### config.mk
export PLATFORM = sky130hd
export DESIGN_NAME = countdown_timer
export DESIGN_NICKNAME = d
export VERILOG_FILES = /design/src/rtl/game_pkg.sv /design/src/rtl/bcd_down_digit.sv /design/src/rtl/countdown_timer.sv
export SDC_FILE = /design/constraint.sdc
export NUM_CORES = 1
export LEC_CHECK = 0
export ABC_AREA = 1
export CAP_MARGIN = 20
export CORE_AREA = 2 2 91 93
export DETAILED_ROUTE_END_ITERATION = 10
export DIE_AREA = 0 0 93 95
export PLACE_DENSITY = 0.53
export SYNTH_ARGS = -nofsm -noshare
export SYNTH_HDL_FRONTEND = slang
export SYNTH_HIERARCHICAL = 1
export SYNTH_SLANG_ARGS = --single-unit
### constraint.sdc
create_clock -name clk -period 2.05 [get_ports clk]
set_input_delay 0.41 -clock clk [delete_from_list [all_inputs] [get_ports clk]]
set_output_delay 0.41 -clock clk [all_outputs]
set_load 0.1 [all_outputs]
### src/rtl/game_pkg.sv
// game_pkg: shared types, constants and helpers for the game display blocks.
//   timer_state_t    : countdown timer state (IDLE, RUN, EXPIRED)
//   BCD_MAX_ONES     : largest BCD ones digit (9)
//   BCD_MAX_TENS_SEC : largest tens-of-seconds digit (5)
//   seg7_decode      : BCD digit to active-low segments {g,f,e,d,c,b,a}
package game_pkg;

  typedef enum logic [1:0] {
    IDLE    = 2'd0,
    RUN     = 2'd1,
    EXPIRED = 2'd2
  } timer_state_t;

  localparam logic [3:0] BCD_MAX_ONES     = 4'd9;
  localparam logic [3:0] BCD_MAX_TENS_SEC = 4'd5;

  function automatic logic [6:0] seg7_decode(input logic [3:0] digit);
    logic [6:0] s;
    case (digit)
      4'd0:    s = 7'b1000000;
      4'd1:    s = 7'b1111001;
      4'd2:    s = 7'b0100100;
      4'd3:    s = 7'b0110000;
      4'd4:    s = 7'b0011001;
      4'd5:    s = 7'b0010010;
      4'd6:    s = 7'b0000010;
      4'd7:    s = 7'b1111000;
      4'd8:    s = 7'b0000000;
      4'd9:    s = 7'b0010000;
      default: s = 7'b1111111;
    endcase
    return s;
  endfunction

endpackage

### src/rtl/bcd_down_digit.sv
// bcd_down_digit: one BCD digit that counts down and wraps 0 -> MAX.
//   clk    in  : system clock
//   rst_n  in  : asynchronous active-low reset (digit clears to 0)
//   dec    in  : decrement this digit on the next edge
//   ld     in  : load d (clamped to MAX); wins over dec
//   d      in  : value to load
//   q      out : current digit
//   borrow out : combinational, high when dec hits 0 and the next digit
//                up must decrement on the same edge
module bcd_down_digit
  import game_pkg::*;
#(
  parameter logic [3:0] MAX = BCD_MAX_ONES
) (
  input  logic       clk,
  input  logic       rst_n,
  input  logic       dec,
  input  logic       ld,
  input  logic [3:0] d,
  output logic [3:0] q,
  output logic       borrow
);

  assign borrow = dec && (q == 4'd0);

  always_ff @(posedge clk or negedge rst_n) begin
    if (!rst_n) begin
      q <= 4'd0;
    end else if (ld) begin
      q <= (d > MAX) ? MAX : d;
    end else if (dec) begin
      q <= borrow ? MAX : q - 4'd1;
    end
  end

endmodule

### src/rtl/countdown_timer.sv
// countdown_timer: MM:SS down counter with 4-digit seven-segment scan.
//   FRAMES_PER_SEC : frame ticks per decremented second (2..1023)
//   clk     in  : system clock
//   reset_n in  : asynchronous active-low reset (release synchronised)
//   load    in  : pulse, captures preset (clamped per digit)
//   preset  in  : BCD {min tens, min ones, sec tens, sec ones}
//   start   in  : level, 1 = run, 0 = pause
//   frame   in  : one tick per video frame
//   digsel  in  : advances the digit scan
//   f_clk   in  : slow flash clock, used only with COUNTDOWN_FLASH_EN
//   an      out : digit anodes, active-low
//   seg     out : segments, active-low, seg[0] = a
//   running out : high in RUN
//   expired out : high in EXPIRED
// Build option: define COUNTDOWN_FLASH_EN to blink the anodes with f_clk
// when expired or when the running value is 00:10 or less.
module countdown_timer
  import game_pkg::*;
#(
  parameter int FRAMES_PER_SEC = 60
) (
  input  logic        clk,
  input  logic        reset_n,
  input  logic        load,
  input  logic [15:0] preset,
  input  logic        start,
  input  logic        frame,
  input  logic        digsel,
  input  logic        f_clk,
  output logic [3:0]  an,
  output logic [6:0]  seg,
  output logic        running,
  output logic        expired
);

  logic         rst_meta_n;
  logic         rst_n_s;
  timer_state_t state, state_nx;
  logic [9:0]   frame_cnt;
  logic [3:0]   sec_ones, sec_tens, min_ones, min_tens;
  logic         b_so, b_st, b_mo, unused_b_mt;
  logic         counting, sec_end, tick, value_zero, last_sec;
  logic [3:0]   ring;
  logic [3:0]   digit;

  // Reset asserts immediately, deasserts two clocks after reset_n rises.
  always_ff @(posedge clk or negedge reset_n) begin
    if (!reset_n) begin
      rst_meta_n <= 1'b0;
      rst_n_s    <= 1'b0;
    end else begin
      rst_meta_n <= 1'b1;
      rst_n_s    <= rst_meta_n;
    end
  end

  // Only a frame seen while running and still enabled advances time.
  assign counting   = (state == RUN) && start && frame && !load;
  assign sec_end    = (frame_cnt == 10'(FRAMES_PER_SEC - 1));
  assign tick       = counting && sec_end;
  assign value_zero = ({min_tens, min_ones, sec_tens, sec_ones} == 16'h0000);
  assign last_sec   = ({min_tens, min_ones, sec_tens, sec_ones} == 16'h0001);

  always_ff @(posedge clk or negedge rst_n_s) begin
    if (!rst_n_s) begin
      frame_cnt <= 10'd0;
    end else if (load) begin
      frame_cnt <= 10'd0;
    end else if (counting) begin
      frame_cnt <= sec_end ? 10'd0 : frame_cnt + 10'd1;
    end
  end

  bcd_down_digit #(.MAX(BCD_MAX_ONES)) u_sec_ones (
    .clk(clk), .rst_n(rst_n_s), .dec(tick), .ld(load),
    .d(preset[3:0]), .q(sec_ones), .borrow(b_so)
  );

  bcd_down_digit #(.MAX(BCD_MAX_TENS_SEC)) u_sec_tens (
    .clk(clk), .rst_n(rst_n_s), .dec(b_so), .ld(load),
    .d(preset[7:4]), .q(sec_tens), .borrow(b_st)
  );

  bcd_down_digit #(.MAX(BCD_MAX_ONES)) u_min_ones (
    .clk(clk), .rst_n(rst_n_s), .dec(b_st), .ld(load),
    .d(preset[11:8]), .q(min_ones), .borrow(b_mo)
  );

  // Never borrows in practice: counting stops at 00:00.
  bcd_down_digit #(.MAX(BCD_MAX_ONES)) u_min_tens (
    .clk(clk), .rst_n(rst_n_s), .dec(b_mo), .ld(load),
    .d(preset[15:12]), .q(min_tens), .borrow(unused_b_mt)
  );

  always_ff @(posedge clk or negedge rst_n_s) begin
    if (!rst_n_s) begin
      state <= IDLE;
    end else begin
      state <= state_nx;
    end
  end

  always_comb begin
    state_nx = state;
    if (load) begin
      state_nx = IDLE;
    end else begin
      case (state)
        IDLE:    if (start) state_nx = value_zero ? EXPIRED : RUN;
        RUN: begin
          if (!start) begin
            state_nx = IDLE;
          end else if (tick && last_sec) begin
            state_nx = EXPIRED;
          end
        end
        EXPIRED: state_nx = EXPIRED;
        default: state_nx = IDLE;
      endcase
    end
  end

  assign running = (state == RUN);
  assign expired = (state == EXPIRED);

  always_ff @(posedge clk or negedge rst_n_s) begin
    if (!rst_n_s) begin
      ring <= 4'b0001;
    end else if (digsel) begin
      ring <= {ring[2:0], ring[3]};
    end
  end

  always_comb begin
    case (ring)
      4'b0001: digit = sec_ones;
      4'b0010: digit = sec_tens;
      4'b0100: digit = min_ones;
      default: digit = min_tens;
    endcase
  end

  assign seg = seg7_decode(digit);

`ifdef COUNTDOWN_FLASH_EN
  logic low_time;
  logic blank;

  // 00:00 .. 00:10
  assign low_time = (min_tens == 4'd0) && (min_ones == 4'd0) &&
                    ((sec_tens == 4'd0) || ((sec_tens == 4'd1) && (sec_ones == 4'd0)));
  assign blank    = !f_clk && ((state == EXPIRED) || ((state == RUN) && low_time));
  assign an       = blank ? 4'b1111 : ~ring;
`else
  logic unused_f_clk;
  assign unused_f_clk = f_clk;
  assign an           = ~ring;
`endif

endmodule

==> results.yml <==
outcome:
  status: "finished, violations left"
  violations: "setup timing"
setup_path:
  cpMaxStageDelayCell: "dfstp_2"
  worst_r2r_path_depth: 22
  crit_fanout: 4
  startpoint: "ring[0]$_DFFE_PN1P_"
  worst_setup_path_start_kind: "flip-flop"
  crit_chain: "inv_2, nor2_4, buf_4, nand3_1, nand3_2, nor2_4, buf_4, ha_1, nand2_2, nand3_4, nand2_8, buf_12"
  end_kind: "primary output"
  critPathKind: "flip-flop to primary output"
  cp.arrival_ns: 2.28
  regToRegSetupSlack_ns: -0.06
  required_ns: 1.64
  worstReg2RegEnd: "u_min_tens/q[1]$_DFFE_PN0P_"
  slowest_delay_ns: 0.60
  r2r-start: "frame_cnt[1]$_DFFE_PN0P_"
  endpoint: "seg[5]"
floorplanning:
  row_count: 33
  initial_core_util: 0.335
  core_area_sq_um: 7930
  die_y_um: 95
  die-area_sq_um: 8840
  die_w_um: 93
  io_pins: 36
synthesis:
  postSynthCellCount: 404
  syn_area_sq_um: 2660
  postSynthNetCount: 441
  syn_area_per_cell_sq_um: 6.58
  yosys_warnings: 6
clocking:
  ctsHtreeMaxLevel: 2
  numCtsBuffers: 5
  cts_sinks: 34
  clockBufferDepth: 2
  cts_root_buf: "clkbuf_8"
  clk_pin_slew_ns: 0.07
  cts_tree: "done"
  clk-insertion-delay-late_ns: 0.28
power:
  vdd_drop_max_v: 0.000571
  p_total_mw: 4.79
  p_leak_nw: 2.15
  power.density_nw_per_um2: 1100
global_routing:
  track_usage: 0.166
  grt_antenna_before_repair: 0
  grt_pass1_vias: 2726
  grt_max_degree: 33
  grt_pass1_wl_um: 11900
  grt-ovfl-total: 0
drt:
  top_layer: "met4"
  avgRoutedWirePerCell_um: 11.1
  drt-met1-wl_um: 3150
  vias: 2771
  ant_nets: 0
  dr.pass1.iters: 4
  wl_met2_um: 3510
  drc_errors: 0
  wirelength_um: 6840
  viasPerCell: 4.51
  drt_iter0_drc: 104
  wl_met3_um: 133
worst_hold_path:
  min_path_type: "flip-flop to asynchronous set/reset pin"
placement:
  place.gp.congestion: 0.798
  dpl.cell_count: 596
  place_ws_ns: -0.444
  io_buffers: 34
  dp_hpwl_um: 5200
sta:
  slew_viol_final: 0
  period_minus_slack_ns: 2.69
  setup_viol: 11
  rsz0062_at_grt: "yes"
  layout_setup_ws_ns: -0.639
  fin_crit_sh: 1.31
  hold_violations: 0
  skew_ns: 0.00541
  fmax_mhz: 372
cells_and_area:
  nNetsFinal: 546
  area_delta_synth_final_pct: 63.3
  fin_cells: 615
  fill_cells: 747
  layout-drive-gt1-share: 0.380
  num_antenna_cells: 0
  post-route-util: 0.548
run:
  drv_cap: 0
-- repair_timing --
| item | in CTS | in global routing |
|---|---|---|
| endpoints found under the hold margin | 0 | 0 |
| buffers inserted | 7 | 6 |
| gates resized for setup | 34 | 38 |
| pin swaps | 18 | 33 |
| gates cloned | 0 | 0 |
| hold buffers | 0 | 0 |
| endpoints found under the setup margin | 12 | 18 |
-- layout make-up --
class,instances,area (sq um),share of cell area
clock buffer,7,76.3,0.0176
clock inverter,1,30.0,0.00691
inverter,77,299,0.0689
multi-input combinational,293,1980,0.455
sequential,34,853,0.196
tap,105,131,0.0303
timing repair buffer,98,977,0.225
-- registers in the layout (all words and copies together) (netlist names) --
register      cells
frame_cnt        10
ring              4
u_min_tens/q      4
u_sec_ones/q      4
u_sec_tens/q      4
u_min_ones/q      4
rst_n_s           1
state             2
rst_meta_n        1
-- placed cells by master, fill, tap and decap left out, types with 2 or more instances in the layout --
cell	count
nor2_2	6
ha_1	11
clkbuf_1	2
ha_2	2
inv_2	22
buf_6	7
buf_4	57
nand3b_1	3
nand4_1	3
clkinvlp_4	2
o21ai_1	4
nand2_8	7
a21oi_2	6
a31oi_1	3
nand3_2	15
nand3_4	8
nand2_2	14
nor2_4	17
clkbuf_8	5
nor2_1	32
nor3_1	2
clkdlybuf4s50_1	21
o22ai_1	3
nand2_4	6
xor2_1	4
o21ai_0	16
nand3_1	33
nand2_1	86
a21oi_1	6
buf_12	13
dfrtp_1	32
inv_1	52
-- worst min path at each step --
stage | slack (ns) | startpoint | cells past startpoint | end
after floorplan | 0.11 | reset_n | 0 | rst_meta_n$_DFF_PN0_
after global placement | 0.29 | rst_n_s$_DFF_PN0_ | 1 | u_min_ones/q[2]$_DFFE_PN0P_
after detailed placement | 0.29 | rst_n_s$_DFF_PN0_ | 1 | u_min_ones/q[2]$_DFFE_PN0P_
after CTS | 0.28 | reset_n | 1 | rst_n_s$_DFF_PN0_
after global routing | 0.28 | reset_n | 1 | rst_meta_n$_DFF_PN0_
final | 0.27 | rst_n_s$_DFF_PN0_ | 1 | u_min_ones/q[2]$_DFFE_PN0P_
-- worst max-delay path: cells and delay by family, from the launching register on --
| kind | cells | cell delay (ns) |
|---|---|---|
| fa+ha+maj | 1 | 0.20 |
| buf+inv | 4 | 0.50 |
| flops | 1 | 0.60 |
| simple gates | 7 | 0.67 |
-- metal layers --
layer,vias to the layer above,GRT usage
met2,30,0.302
met4,0,0.0319
li1,1474,-
met1,1263,0.209
met5,-,0
met3,4,0.0247
-- power breakdown --
group	switching [mW]	internal, mW
registers	0.0785	0.742
logic	2.04	1.32
clock network	0.245	0.364
-- per-stage QoR --
stage,cell area [sq um],hold WS [ns],setup TNS (ns)
4_1_cts,4160,0.276,-4.69
3_5_place_dp,3880,0.290,-5.22
5_1_grt,4340,0.278,-6.43
2_1_floorplan,2880,0.114,-8.14
3_3_place_gp,3880,0.292,-4.70
6_report,4340,0.269,-4.45
Note: power is estimated with default switching activity, not from simulation.
